**src/rtl/timer_pkg.sv**
```systemverilog
`default_nettype none
// ============================================================================
//  Module      : timer_pkg
//  Description : Shared state encodings, tick rate, BCD constants and the
//                single-digit BCD step helper for the timer core.
//  Revision    : 1.0  initial release
// ============================================================================
package timer_pkg;

  typedef enum logic [2:0] {
    ST_IDLE  = 3'd0,
    ST_UP    = 3'd1,
    ST_DOWN  = 3'd2,
    ST_PAUSE = 3'd3,
    ST_DONE  = 3'd4
  } state_t;

  localparam int         TICK_HZ = 10;
  localparam logic [3:0] BCD_MAX = 4'd9;

  // One BCD digit step: returns {carry/borrow out, new digit}; no-op when cin=0.
  function automatic logic [4:0] bcd_step(input logic [3:0] d,
                                          input logic       down,
                                          input logic       cin);
    logic [4:0] r;
    r = {1'b0, d};
    if (cin) begin
      if (down) r = (d == 4'd0)    ? {1'b1, BCD_MAX} : {1'b0, d - 4'd1};
      else      r = (d >= BCD_MAX) ? {1'b1, 4'd0}    : {1'b0, d + 4'd1};
    end
    return r;
  endfunction

endpackage
`default_nettype wire

```
**src/rtl/timer_core_param_if.sv**
```systemverilog
`default_nettype none
// ============================================================================
//  Module      : timer_core_param_if
//  Description : Key, preset and BCD display bundle of the timer core.
//                master = board/bench side, slave = timer core side.
//  Revision    : 1.0  initial release
// ============================================================================
interface timer_core_param_if #(
  parameter int SEC_DIGITS = 2
) ();
  logic                    en;
  logic                    key_up_n;
  logic                    key_down_n;
  logic                    key_pause_n;
  logic                    key_lap_n;
  logic                    key_clr_n;
  logic [4*SEC_DIGITS-1:0] preset_bcd;
  logic [4*SEC_DIGITS-1:0] disp_bcd;
  logic [3:0]              disp_tenth;
  logic                    point;
  logic                    alarm;
  logic                    lap_active;
  logic [2:0]              state_o;

  modport master (
    output en, key_up_n, key_down_n, key_pause_n, key_lap_n, key_clr_n, preset_bcd,
    input  disp_bcd, disp_tenth, point, alarm, lap_active, state_o
  );

  modport slave (
    input  en, key_up_n, key_down_n, key_pause_n, key_lap_n, key_clr_n, preset_bcd,
    output disp_bcd, disp_tenth, point, alarm, lap_active, state_o
  );
endinterface
`default_nettype wire

```
**src/rtl/timer_core_param_debounce.sv**
```systemverilog
`default_nettype none
// ============================================================================
//  Module      : key_debounce
//  Description : Active-low key synchroniser and debouncer. Emits one
//                single-cycle press pulse once the key has been stable low
//                for DEBOUNCE_CYC cycles; re-arms after the same stable high.
//  Revision    : 1.0  initial release
// ============================================================================
module key_debounce #(
  parameter int DEBOUNCE_CYC = 500_000
) (
  input  logic clk,
  input  logic rst,
  input  logic key_n,
  output logic press
);
  localparam int               CNT_W    = (DEBOUNCE_CYC > 1) ? $clog2(DEBOUNCE_CYC) : 1;
  localparam logic [CNT_W-1:0] CNT_LAST = CNT_W'(DEBOUNCE_CYC - 1);

  logic             r_sync1;
  logic             r_sync2;
  logic             r_level;   // accepted (debounced) key level, 1 = released
  logic [CNT_W-1:0] r_cnt;

  // Synchronise, count cycles of disagreement with the accepted level, accept on expiry.
  always_ff @(posedge clk or posedge rst) begin
    if (rst) begin
      r_sync1 <= 1'b1;
      r_sync2 <= 1'b1;
      r_level <= 1'b1;
      r_cnt   <= '0;
      press   <= 1'b0;
    end else begin
      r_sync1 <= key_n;
      r_sync2 <= r_sync1;
      press   <= 1'b0;
      if (r_sync2 == r_level) begin
        r_cnt <= '0;
      end else if (r_cnt == CNT_LAST) begin
        r_cnt   <= '0;
        r_level <= r_sync2;
        press   <= ~r_sync2;
      end else begin
        r_cnt <= r_cnt + 1'b1;
      end
    end
  end
endmodule
`default_nettype wire

```
**src/rtl/timer_core_param.sv**
```systemverilog
`default_nettype none
// ============================================================================
//  Module      : timer_core_param
//  Description : Parametrised BCD stopwatch / countdown core with key
//                debounce, lap-hold display, wrap/saturate and timed alarm.
//  Revision    : 1.0  initial release
// ============================================================================
module timer_core_param
  import timer_pkg::*;
#(
  parameter int CLK_HZ       = 50_000_000,
  parameter int SEC_DIGITS   = 2,
  parameter int DEBOUNCE_CYC = 500_000,
  parameter int ALARM_TICKS  = 30,
  parameter bit WRAP_UP      = 1'b0
) (
  input logic               clk_50M,
  input logic               rst,
  timer_core_param_if.slave bus
);
  localparam int               DIV_CYC  = CLK_HZ / TICK_HZ;
  localparam int               DIV_W    = (DIV_CYC > 1) ? $clog2(DIV_CYC) : 1;
  localparam logic [DIV_W-1:0] DIV_LAST = DIV_W'(DIV_CYC - 1);
  localparam int               ALM_W    = (ALARM_TICKS > 1) ? $clog2(ALARM_TICKS) : 1;
  localparam logic [ALM_W-1:0] ALM_LAST = ALM_W'(ALARM_TICKS - 1);

  localparam int K_UP = 0, K_DOWN = 1, K_PAUSE = 2, K_LAP = 3, K_CLR = 4;

  // ---------------------------------------------------------------- keys
  logic [4:0] w_keys_n;
  logic [4:0] w_press;

  assign w_keys_n = {bus.key_clr_n, bus.key_lap_n, bus.key_pause_n,
                     bus.key_down_n, bus.key_up_n};

  for (genvar k = 0; k < 5; k++) begin : g_key
    key_debounce #(.DEBOUNCE_CYC(DEBOUNCE_CYC)) u_deb (
      .clk   (clk_50M),
      .rst   (rst),
      .key_n (w_keys_n[k]),
      .press (w_press[k])
    );
  end

  // Key events are dropped while disabled; the debouncers themselves keep running.
  logic w_ev_up, w_ev_down, w_ev_pause, w_ev_lap, w_ev_clr;
  assign w_ev_up    = bus.en & w_press[K_UP];
  assign w_ev_down  = bus.en & w_press[K_DOWN];
  assign w_ev_pause = bus.en & w_press[K_PAUSE];
  assign w_ev_lap   = bus.en & w_press[K_LAP];
  assign w_ev_clr   = bus.en & w_press[K_CLR];

  // ---------------------------------------------------------------- state
  state_t                       r_state;
  state_t                       r_dir;        // direction to resume into from PAUSE
  logic [3:0]                   r_tenth;
  logic [SEC_DIGITS-1:0][3:0]   r_sec;
  logic [3:0]                   r_hold_tenth;
  logic [SEC_DIGITS-1:0][3:0]   r_hold_sec;
  logic [DIV_W-1:0]             r_div;
  logic                         r_alarm;
  logic                         r_alarm_req;  // raise alarm on the cycle after reaching 0.0
  logic [ALM_W-1:0]             r_alarm_cnt;
  logic                         r_lap;
  logic                         r_blink;
  logic [2:0]                   r_blink_cnt;

  logic [3:0]                   r_disp_tenth;
  logic [SEC_DIGITS-1:0][3:0]   r_disp_sec;
  logic                         r_point;

  // ---------------------------------------------------------------- preset clamp
  logic [SEC_DIGITS-1:0][3:0]   w_preset;
  logic                         w_preset_zero;

  for (genvar i = 0; i < SEC_DIGITS; i++) begin : g_clamp
    assign w_preset[i] = (bus.preset_bcd[4*i +: 4] > BCD_MAX) ? BCD_MAX
                                                              : bus.preset_bcd[4*i +: 4];
  end
  assign w_preset_zero = (w_preset == '0);

  // ---------------------------------------------------------------- divider
  logic w_counting, w_div_run, w_tick, w_down;
  assign w_counting = (r_state == ST_UP) || (r_state == ST_DOWN);
  assign w_down     = (r_state == ST_DOWN);
  assign w_div_run  = bus.en && (w_counting || ((r_state == ST_DONE) && r_alarm));
  assign w_tick     = w_div_run && (r_div == DIV_LAST);

  // ---------------------------------------------------------------- next count
  logic [4:0]                 w_step;
  logic                       w_carry;
  logic [3:0]                 w_next_tenth;
  logic [SEC_DIGITS-1:0][3:0] w_next_sec;
  logic                       w_all_nine;
  logic                       w_next_zero;

  // Ripple the +/-0.1 s step from tenths through every seconds digit.
  always_comb begin
    w_step       = bcd_step(r_tenth, w_down, 1'b1);
    w_next_tenth = w_step[3:0];
    w_carry      = w_step[4];
    w_next_sec   = r_sec;
    w_all_nine   = (r_tenth == BCD_MAX);
    for (int i = 0; i < SEC_DIGITS; i++) begin
      w_step        = bcd_step(r_sec[i], w_down, w_carry);
      w_next_sec[i] = w_step[3:0];
      w_carry       = w_step[4];
      w_all_nine    = w_all_nine && (r_sec[i] == BCD_MAX);
    end
    w_next_zero = (w_next_tenth == 4'd0) && (w_next_sec == '0);
  end

  // Control FSM, divider, BCD count, lap capture, blink phase and alarm timing.
  always_ff @(posedge clk_50M or posedge rst) begin
    if (rst) begin
      r_state      <= ST_IDLE;
      r_dir        <= ST_UP;
      r_tenth      <= '0;
      r_sec        <= '0;
      r_hold_tenth <= '0;
      r_hold_sec   <= '0;
      r_div        <= '0;
      r_alarm      <= 1'b0;
      r_alarm_req  <= 1'b0;
      r_alarm_cnt  <= '0;
      r_lap        <= 1'b0;
      r_blink      <= 1'b0;
      r_blink_cnt  <= '0;
    end else begin
      r_alarm_req <= 1'b0;
      if (w_ev_clr) begin
        r_state     <= ST_IDLE;
        r_tenth     <= '0;
        r_sec       <= '0;
        r_div       <= '0;
        r_lap       <= 1'b0;
        r_alarm     <= 1'b0;
        r_alarm_cnt <= '0;
        r_blink     <= 1'b0;
        r_blink_cnt <= '0;
      end else if (w_ev_up && !r_alarm) begin
        r_state     <= ST_UP;
        r_tenth     <= '0;
        r_sec       <= '0;
        r_div       <= '0;
        r_lap       <= 1'b0;
        r_blink     <= 1'b0;
        r_blink_cnt <= '0;
      end else if (w_ev_down && !r_alarm) begin
        r_tenth     <= '0;
        r_sec       <= w_preset;
        r_div       <= '0;
        r_lap       <= 1'b0;
        r_blink     <= 1'b0;
        r_blink_cnt <= '0;
        if (w_preset_zero) begin
          r_state     <= ST_DONE;
          r_alarm_req <= 1'b1;
        end else begin
          r_state     <= ST_DOWN;
        end
      end else if (w_ev_pause && w_counting) begin
        r_state <= ST_PAUSE;
        r_dir   <= r_state;
      end else if (w_ev_pause && (r_state == ST_PAUSE)) begin
        r_state <= r_dir;
        r_div   <= '0;
      end else begin
        if (w_ev_lap && (w_counting || (r_state == ST_PAUSE))) begin
          r_lap <= ~r_lap;
          if (!r_lap) begin
            r_hold_tenth <= r_tenth;
            r_hold_sec   <= r_sec;
          end
        end

        if (w_div_run) begin
          r_div <= w_tick ? '0 : r_div + 1'b1;
        end

        if (w_tick && w_counting) begin
          if (r_blink_cnt == 3'd4) begin
            r_blink_cnt <= '0;
            r_blink     <= ~r_blink;
          end else begin
            r_blink_cnt <= r_blink_cnt + 3'd1;
          end
          if ((r_state == ST_UP) && w_all_nine && !WRAP_UP) begin
            r_state <= ST_DONE;
          end else begin
            r_tenth <= w_next_tenth;
            r_sec   <= w_next_sec;
            if (w_down && w_next_zero) begin
              r_state     <= ST_DONE;
              r_alarm_req <= 1'b1;
            end
          end
        end

        if (w_tick && (r_state == ST_DONE) && r_alarm) begin
          if (r_alarm_cnt == ALM_LAST) begin
            r_alarm <= 1'b0;
          end else begin
            r_alarm_cnt <= r_alarm_cnt + 1'b1;
          end
        end

        if (r_alarm_req) begin
          r_alarm     <= 1'b1;
          r_alarm_cnt <= '0;
        end
      end
    end
  end

  // Registered display: live count, or the lap snapshot while lap is held.
  always_ff @(posedge clk_50M or posedge rst) begin
    if (rst) begin
      r_disp_tenth <= '0;
      r_disp_sec   <= '0;
      r_point      <= 1'b0;
    end else begin
      r_disp_tenth <= r_lap ? r_hold_tenth : r_tenth;
      r_disp_sec   <= r_lap ? r_hold_sec   : r_sec;
      case (r_state)
        ST_UP, ST_DOWN:    r_point <= r_blink;
        ST_PAUSE, ST_DONE: r_point <= 1'b1;
        default:           r_point <= 1'b0;
      endcase
    end
  end

  assign bus.disp_bcd   = r_disp_sec;
  assign bus.disp_tenth = r_disp_tenth;
  assign bus.point      = r_point;
  assign bus.alarm      = r_alarm;
  assign bus.lap_active = r_lap;
  assign bus.state_o    = r_state;

endmodule
`default_nettype wire
```
**src/flat_wrapper.sv**
```systemverilog
// flat-port wrapper written by rule: the top's interface ports become plain ports
module timer_core_param_flat import timer_pkg::*;
#(
  parameter int CLK_HZ       = 50_000_000,
  parameter int SEC_DIGITS   = 2,
  parameter int DEBOUNCE_CYC = 500_000,
  parameter int ALARM_TICKS  = 30,
  parameter bit WRAP_UP      = 1'b0
)
  (clk_50M, rst, bus_en, bus_key_up_n, bus_key_down_n, bus_key_pause_n, bus_key_lap_n, bus_key_clr_n, bus_preset_bcd, bus_disp_bcd, bus_disp_tenth, bus_point, bus_alarm, bus_lap_active, bus_state_o);
  timer_core_param_if #(.SEC_DIGITS(SEC_DIGITS)) bus_i ();
  input logic clk_50M;
  input logic rst;
  input wire logic [$bits(bus_i.en)-1:0] bus_en;
  input wire logic [$bits(bus_i.key_up_n)-1:0] bus_key_up_n;
  input wire logic [$bits(bus_i.key_down_n)-1:0] bus_key_down_n;
  input wire logic [$bits(bus_i.key_pause_n)-1:0] bus_key_pause_n;
  input wire logic [$bits(bus_i.key_lap_n)-1:0] bus_key_lap_n;
  input wire logic [$bits(bus_i.key_clr_n)-1:0] bus_key_clr_n;
  input wire logic [$bits(bus_i.preset_bcd)-1:0] bus_preset_bcd;
  output wire logic [$bits(bus_i.disp_bcd)-1:0] bus_disp_bcd;
  output wire logic [$bits(bus_i.disp_tenth)-1:0] bus_disp_tenth;
  output wire logic [$bits(bus_i.point)-1:0] bus_point;
  output wire logic [$bits(bus_i.alarm)-1:0] bus_alarm;
  output wire logic [$bits(bus_i.lap_active)-1:0] bus_lap_active;
  output wire logic [$bits(bus_i.state_o)-1:0] bus_state_o;
  assign bus_i.en = bus_en;
  assign bus_i.key_up_n = bus_key_up_n;
  assign bus_i.key_down_n = bus_key_down_n;
  assign bus_i.key_pause_n = bus_key_pause_n;
  assign bus_i.key_lap_n = bus_key_lap_n;
  assign bus_i.key_clr_n = bus_key_clr_n;
  assign bus_i.preset_bcd = bus_preset_bcd;
  assign bus_disp_bcd = bus_i.disp_bcd;
  assign bus_disp_tenth = bus_i.disp_tenth;
  assign bus_point = bus_i.point;
  assign bus_alarm = bus_i.alarm;
  assign bus_lap_active = bus_i.lap_active;
  assign bus_state_o = bus_i.state_o;
  timer_core_param #(.CLK_HZ(CLK_HZ), .SEC_DIGITS(SEC_DIGITS), .DEBOUNCE_CYC(DEBOUNCE_CYC), .ALARM_TICKS(ALARM_TICKS), .WRAP_UP(WRAP_UP)) u_core (.clk_50M(clk_50M), .rst(rst), .bus(bus_i));
endmodule
```
**config.mk**
```make
export PLATFORM = sky130hd
export DESIGN_NAME = timer_core_param_flat
export DESIGN_NICKNAME = d
export VERILOG_FILES = /design/src/rtl/timer_pkg.sv /design/src/rtl/timer_core_param_if.sv /design/src/rtl/timer_core_param_debounce.sv /design/src/rtl/timer_core_param.sv /design/src/flat_wrapper.sv
export SDC_FILE = /design/constraint.sdc
export NUM_CORES = 1
export LEC_CHECK = 0
export ABC_AREA = 0
export CORE_AREA = 2 2 176 178
export CTS_CLUSTER_SIZE = 10
export DETAILED_ROUTE_END_ITERATION = 8
export DIE_AREA = 0 0 178 180
export GPL_ROUTABILITY_DRIVEN = 0
export PLACE_DENSITY = 0.49
export SYNTH_ARGS = -nofsm -noshare
export SYNTH_HDL_FRONTEND = slang
export SYNTH_HIERARCHICAL = 1
export SYNTH_SLANG_ARGS = --single-unit
```
**constraint.sdc**
```tcl
create_clock -name clk_50M -period 4.95 [get_ports clk_50M]
set_clock_uncertainty 0.1 [all_clocks]
set_input_delay 0.495 -clock clk_50M [delete_from_list [all_inputs] [get_ports clk_50M]]
set_output_delay 0.495 -clock clk_50M [all_outputs]
set_load 0.02 [all_outputs]
```
* Yosys cells after proc, flatten, opt, wreduce, memory -nomap -nowiden
Cells that the tools add are included.
** Operators by class
- Add/subtract/negate cells :: 14
- $lt $le $gt $ge :: 5
- Equality and inequality tests :: 28
- Muxes and demuxes :: 111
- Bitwise logic cells :: 22
- Reduce and logical (&&, ||, !) cells :: 51
** Operator list (count)
- 19-bit 2-to-1 mux :: 10
- 23-bit 2-to-1 mux :: 7
- 19-bit by 1-bit adder with 19-bit output (second input constant) :: 5
- 19-bit == test (second input constant) :: 5
- 5-bit 2-to-1 mux :: 15
- 8-bit 2-to-1 mux :: 8
- 4-bit 2-to-1 mux :: 14
- 3-bit 2-to-1 mux :: 16
- 1-bit 2-to-1 mux :: 40
- 23-bit by 1-bit adder with 23-bit output (second input constant) :: 1
- 23-bit == test (second input constant) :: 1
- 6-bit AND reduction :: 3
- 1-bit NOT :: 17
- 1-bit logical AND :: 16
- 4-bit zero test :: 4
- 8-bit zero test :: 2
- 2-bit AND reduction :: 7
- 4-bit by 1-bit adder with 4-bit output (second input constant) :: 3
- 4-bit == test (second input constant) :: 3
- 4-bit >= comparator (second input constant) :: 3
- 4-bit by 1-bit != test with 1-bit output (second input constant) :: 3
- 4-bit AND reduction :: 3
- 4-bit nonzero test :: 3
- 4-bit by 1-bit subtractor with 4-bit output (second input constant) :: 3
- 20 further kinds :: 39
** Storage, ports and cells
- Register bits after elaboration :: 193
- Output and inout bits :: 18
- Word-level logic and storage cells :: 275

* Depth between registers and ports, before layout
- Word-level depth :: 16
- Depth in mapped cells :: 10
- Mapped depth without buffers :: 9

* By module
Netlist, hierarchy kept.
** Modules (own cells, without submodules)
- key_debounce :: times used 5, cells each 108, area each 1157.4 µm²
- timer_core_param :: times used 1, cells each 517, area each 4659.5 µm²

* Least setup slack after synthesis
No wires, ideal clock.
- Kind :: reg-to-reg
- Start :: register u_core.r_tenth[0]
- End :: register u_core.r_state[2], in the netlist u_core/bus.state_o[2]
- Library setup time :: 125 ps
- Data arrival time :: 2461 ps
- Required time :: 4725 ps
- Slack :: 2264 ps
- Stages on the path, launching flop included :: 11
- Path buffers :: 1
- Period minus slack after synthesis :: 2686 ps
- Cell sequence :: dfrtp_1 inv_1 ha_1 or3b_1 buf_2 and3_4 a211oi_2 o22ai_1 nor4b_2 a21oi_2 mux2_4
** Between the ends
- Longest elaborated chain between the ends :: 11
- Elaborated cells on any way between the ends :: 26
** RTL lines
- start: declaration :: RTL line timer_core_param.sv:56 : logic [3:0] r_tenth;
- start signal: assignment :: RTL line timer_core_param.sv:191 : r_tenth <= w_next_tenth;
- branches (longest 11 deep; another with 4-bit >= comparator)
- end signal: assignment :: RTL line timer_core_param.sv:166 : r_state <= r_dir;
- end: declaration :: RTL line timer_core_param.sv:54 : state_t r_state;
Parallel ways; which one is timed is not known. The select of a mux whose other input is x is not followed.
A chain may end at the register's enable or synchronous reset.

* Worst setup path after layout
- Start :: register u_core.r_state[1], in the netlist u_core/bus.state_o[1]
- End :: register u_core.r_state[2], in the netlist u_core/bus.state_o[2]
** Between the ends
- Longest elaborated chain between the ends :: 9
- Elaborated cells on any way between the ends :: 32
** RTL lines (RTL line)
- 3-bit by 2-bit == test with 1-bit output or 3-bit by 1-bit == test with 1-bit output (tied branches) :: timer_core_param.sv:84, timer_core_param.sv:85, timer_core_param.sv:188
- 5-bit 2-to-1 mux or 1-bit logical AND (tied branches) :: timer_pkg.sv:28, timer_core_param.sv:188
- 5-bit 2-to-1 mux or 3-bit 2-to-1 mux (tied branches) :: timer_pkg.sv:27, timer_core_param.sv:188
- 4-bit 2-to-1 mux or 3-bit 2-to-1 mux (tied branches) :: timer_pkg.sv:27, timer_core_param.sv:181
- 8-bit zero test or 3-bit 2-to-1 mux (tied branches) :: timer_core_param.sv:110, timer_core_param.sv:165
- 1-bit logical AND or 3-bit 2-to-1 mux (tied branches) :: timer_core_param.sv:110, timer_core_param.sv:162
- 1-bit logical AND or 3-bit 2-to-1 mux (tied branches) :: timer_core_param.sv:193, timer_core_param.sv:149
- 7-bit nonzero test (no source line) or 3-bit 2-to-1 mux (tied branches)
- 2-bit AND reduction (no source line) or 3-bit 2-to-1 mux (tied branches)
Parallel ways exist; a longest one is shown, timed or not. The select of a mux whose other input is x is not followed.

==> impl_metrics.yaml <==
run_status:
  status: "finished, final reports clean"
detailed_routing:
  wl_per_cell_um: 15.3
  first_iter_violations: 430
  vias_per_cell: 5.21
  wl_um: 22900
  drc_errors: 0
  drtAntennaViolNets: 0
  first_pass_iters: 5
  via_count: 7767
worst_setup_path:
  cp_slowest_cell: "nor3b_2"
  slowest_delay_ns: 0.77
  setup.worst_path.class: "register to register"
  rr_endpoint: "u_core/bus.state_o[2]"
  critical_path.endpoint: "u_core/bus.state_o[2]"
  end_kind: "register"
  rrSetupSlack_ns: 1.62
  crit_fanout: 12
  arrival_ns: 3.58
  required_ns: 5.19
  reg2regPathDepth: 7
  r2r_start: "u_core/bus.state_o[1]"
  path_cells: "nor3b_2 -> nand3_2 -> a221oi_2 -> o22ai_1 -> nor4b_2 -> a21oi_2 -> mux2_4"
  cp-start-kind: "register"
  crit_start: "u_core/bus.state_o[1]"
die:
  start_util_pct: 34.6
  io-pin-count: 34
  rows: 64
  die_h_um: 180
  die_x_um: 178
  core_mm2: 0.0302
  die-area_mm2: 0.0320
logic_synthesis:
  netlist_instances: 1057
  ys_seq_area_share_pct: 46.4
  avgSynthCellArea_um2: 9.88
  syn_area_mm2: 0.0104
  synth_nets: 1092
  yosysWarnings: 6
  synth_cell_types: 80
  synth_area_leaders: "dfrtp_1, xnor2_1, nor2_1"
  yosys.area_share.adder_pct: 2.28
  synth_top_area_share_pct: 42.4
  synth_edf_count: 0
  synthXorXnorAreaFrac_pct: 6.79
  async_flop_share_pct: 100
  synth_mux_area_share_pct: 2.97
  yosys.area.top_type: "dfrtp_1"
  ys.flop_type: "dfrtp_1"
  ys_ff_latch: 193
  synthSimpleGateAreaFrac_pct: 27.1
  synth_top_family_by_area: "simple AND/OR/NAND/NOR gates"
  synth_compound_area_share_pct: 11.2
placed_design:
  hpwlAfterDp_um: 15600
  numPortBuffers: 33
  postPlaceCellArea_mm2: 0.0111
cts:
  path_clk_slew_ns: 0.08
  post_cts_buffers: 0
  clk_path_buf_depth: 2
  cts_root_buf: "clkbuf_16"
  htree_levels: 4
  cts-resized-gates: 0
  clock_sinks: 193
  cts_tree: "done"
  numCtsBuffers: 17
  clk_latency_ns: 0.45
  hold_buffers: 0
sta:
  max_freq_mhz: 300
  finalHoldViolations: 0
  slew_viol_final: 0
  grt_setup_unrepaired: "false"
  setup_tns_ns: 0
  setup_viol: 0
  period_minus_slack_ns: 3.33
  relSlewSlack_pct: 34.9
  timing.hold.ws_ns: 0.258
  tightest_slew_ns: 0.976
  fin_crit_sh_pct: 67.4
global_routing:
  grt_util_met1_pct: 21.0
  use_met2_pct: 23.4
  met3_usage_pct: 3.15
  busiest_layer: "met2"
  grt_overflow: 0
  grt_max_degree: 55
  track_usage_pct: 15.1
  grt_first_pass_wirelength_um: 39100
  antenna_found_initial: 0
  grt_pass1_vias: 7643
run:
  drv_cap: 0
power:
  ir_worst_vdd_uv: 212
  p_per_area_mw_per_mm2: 275
  p_leak_nw: 4.77
final_layout:
  fin_util_pct: 39.1
  finalInstanceArea_mm2: 0.0118
  area_growth_pct: 12.9
  layout-drive-gt1-share_pct: 11.8
  diodes: 0
  nNetsFinal: 1118
worst_hold_path:
  hold_path.class: "register to register"
-- registers in the layout, summed over array words and instances (netlist names), 3 cells and up --
signal                      cells
u_core/r_tenth                  4
u_core/g_key.u_deb/r_sync1      5
u_core/g_key.u_deb/press        5
u_core/g_key.u_deb/r_cnt       95
u_core/g_key.u_deb/r_level      5
u_core/r_hold_sec               8
u_core/r_hold_tenth             4
u_core/r_dir                    3
u_core/r_sec                    8
u_core/bus.state_o              3
u_core/r_alarm_cnt              5
u_core/r_blink_cnt              3
u_core/bus.disp_bcd             8
u_core/r_div                   23
u_core/bus.disp_tenth           4
u_core/g_key.u_deb/r_sync2      5
-- final cells by class --
class,count,area [µm²]
Inverter,47,178
Sequential cell,193,4850
Timing Repair Buffer,37,360
Clock inverter,15,220
Multi-Input combinational cell,787,5260
Tap cell,396,495
Clock buffer,17,425
Fill cell,2954,18400
-- Yosys cell counts, drive strengths merged, types with 4 or more instances --
| library cell | number |
|---|---|
| nand4bb | 5 |
| or3b | 5 |
| xnor2 | 63 |
| a221oi | 4 |
| a211oi | 5 |
| dfrtp | 177 |
| xor2 | 18 |
| a21o | 6 |
| mux2 | 21 |
| nand4b | 16 |
| nand4 | 24 |
| o21bai | 8 |
| nor3 | 27 |
| o21ai | 60 |
| nor3b | 6 |
| dfstp | 16 |
| inv | 47 |
| or3 | 9 |
| clkbuf | 12 |
| nand3 | 62 |
| o22ai | 6 |
| mux2i | 7 |
| o31ai | 10 |
| a21oi | 53 |
| buf | 18 |
| or4 | 13 |
| nor4 | 35 |
| ha | 19 |
| and3 | 18 |
| nor2 | 131 |
| nor2b | 5 |
| nor4bb | 7 |
| nand2 | 94 |
| nand2b | 6 |
-- layout by cell type (no fill, tap or decap), drive strengths merged, types with 9 or more instances in the layout --
| cell type | instances |
|---|---|
| dfrtp | 177 |
| nand2 | 94 |
| o21ai | 60 |
| and3 | 18 |
| xor2 | 18 |
| nor2 | 131 |
| nor3 | 27 |
| or4 | 13 |
| inv | 52 |
| nand3 | 62 |
| a21oi | 53 |
| nand4b | 16 |
| dfstp | 16 |
| xnor2 | 63 |
| clkbuf | 17 |
| or3 | 9 |
| nand4 | 24 |
| nor4 | 35 |
| ha | 19 |
| o31ai | 10 |
| clkdlybuf4s50 | 33 |
| mux2 | 21 |
-- power by group --
group / total [mW] / internal [mW] / switching [mW]
registers: 1.61 / 1.59 / 0.0174
logic: 0.0884 / 0.0277 / 0.0607
clock network: 1.54 / 0.863 / 0.676
-- worst min path at each step --
stage | start | endpoint | slack, ns | cells past startpoint
6_report | u_core/g_key[3].u_deb/r_sync1 | u_core/g_key[3].u_deb/r_sync2 | 0.26 | 0
2_1_floorplan | u_core/g_key[0].u_deb/r_sync1 | u_core/g_key[0].u_deb/r_sync2 | 0.25 | 0
3_3_place_gp | u_core/g_key[0].u_deb/r_sync1 | u_core/g_key[0].u_deb/r_sync2 | 0.25 | 0
5_1_grt | u_core/g_key[3].u_deb/r_sync1 | u_core/g_key[3].u_deb/r_sync2 | 0.27 | 0
3_5_place_dp | u_core/g_key[2].u_deb/r_sync1 | u_core/g_key[2].u_deb/r_sync2 | 0.25 | 0
4_1_cts | u_core/g_key[3].u_deb/r_sync1 | u_core/g_key[3].u_deb/r_sync2 | 0.26 | 0
-- routing by layer --
metal	part of all wire, %	wire [µm]	up-vias
li1	-	-	3837
met1	49	11300	3793
met2	46	10600	116
met3	3.1	709	21
met4	1.5	335	0
met5	0	0	-
-- logic make-up after synthesis --
family | Yosys count
and+or+nand+nor | 478
DFF | 193
AOI/OAI and AO/OA | 181
xor gates and xnor gates | 81
buffers and inverters | 77
muxes | 28
adders and majority gates | 19
-- per-stage QoR --
step | instances | setup slack [ns] | power, mW
finish | 1492 | 1.62 | 3.24
detailed placement | 1460 | 1.43 | 1.73
global route | 1492 | 1.44 | 3.38
floorplan | 1057 | 2.26 | 1.70
global placement | 1460 | 1.47 | 1.73
CTS | 1492 | 1.66 | 3.30
-- worst max-delay path: cells and delay by family, from the launching register on --
kind | cells | cell delay (ns)
AND/OR/NAND/NOR | 3 | 1.53
AO/OA/AOI/OAI | 3 | 0.68
multiplexers | 1 | 0.31
flip-flops | 1 | 0.60
(Power assumes the default switching activity.)
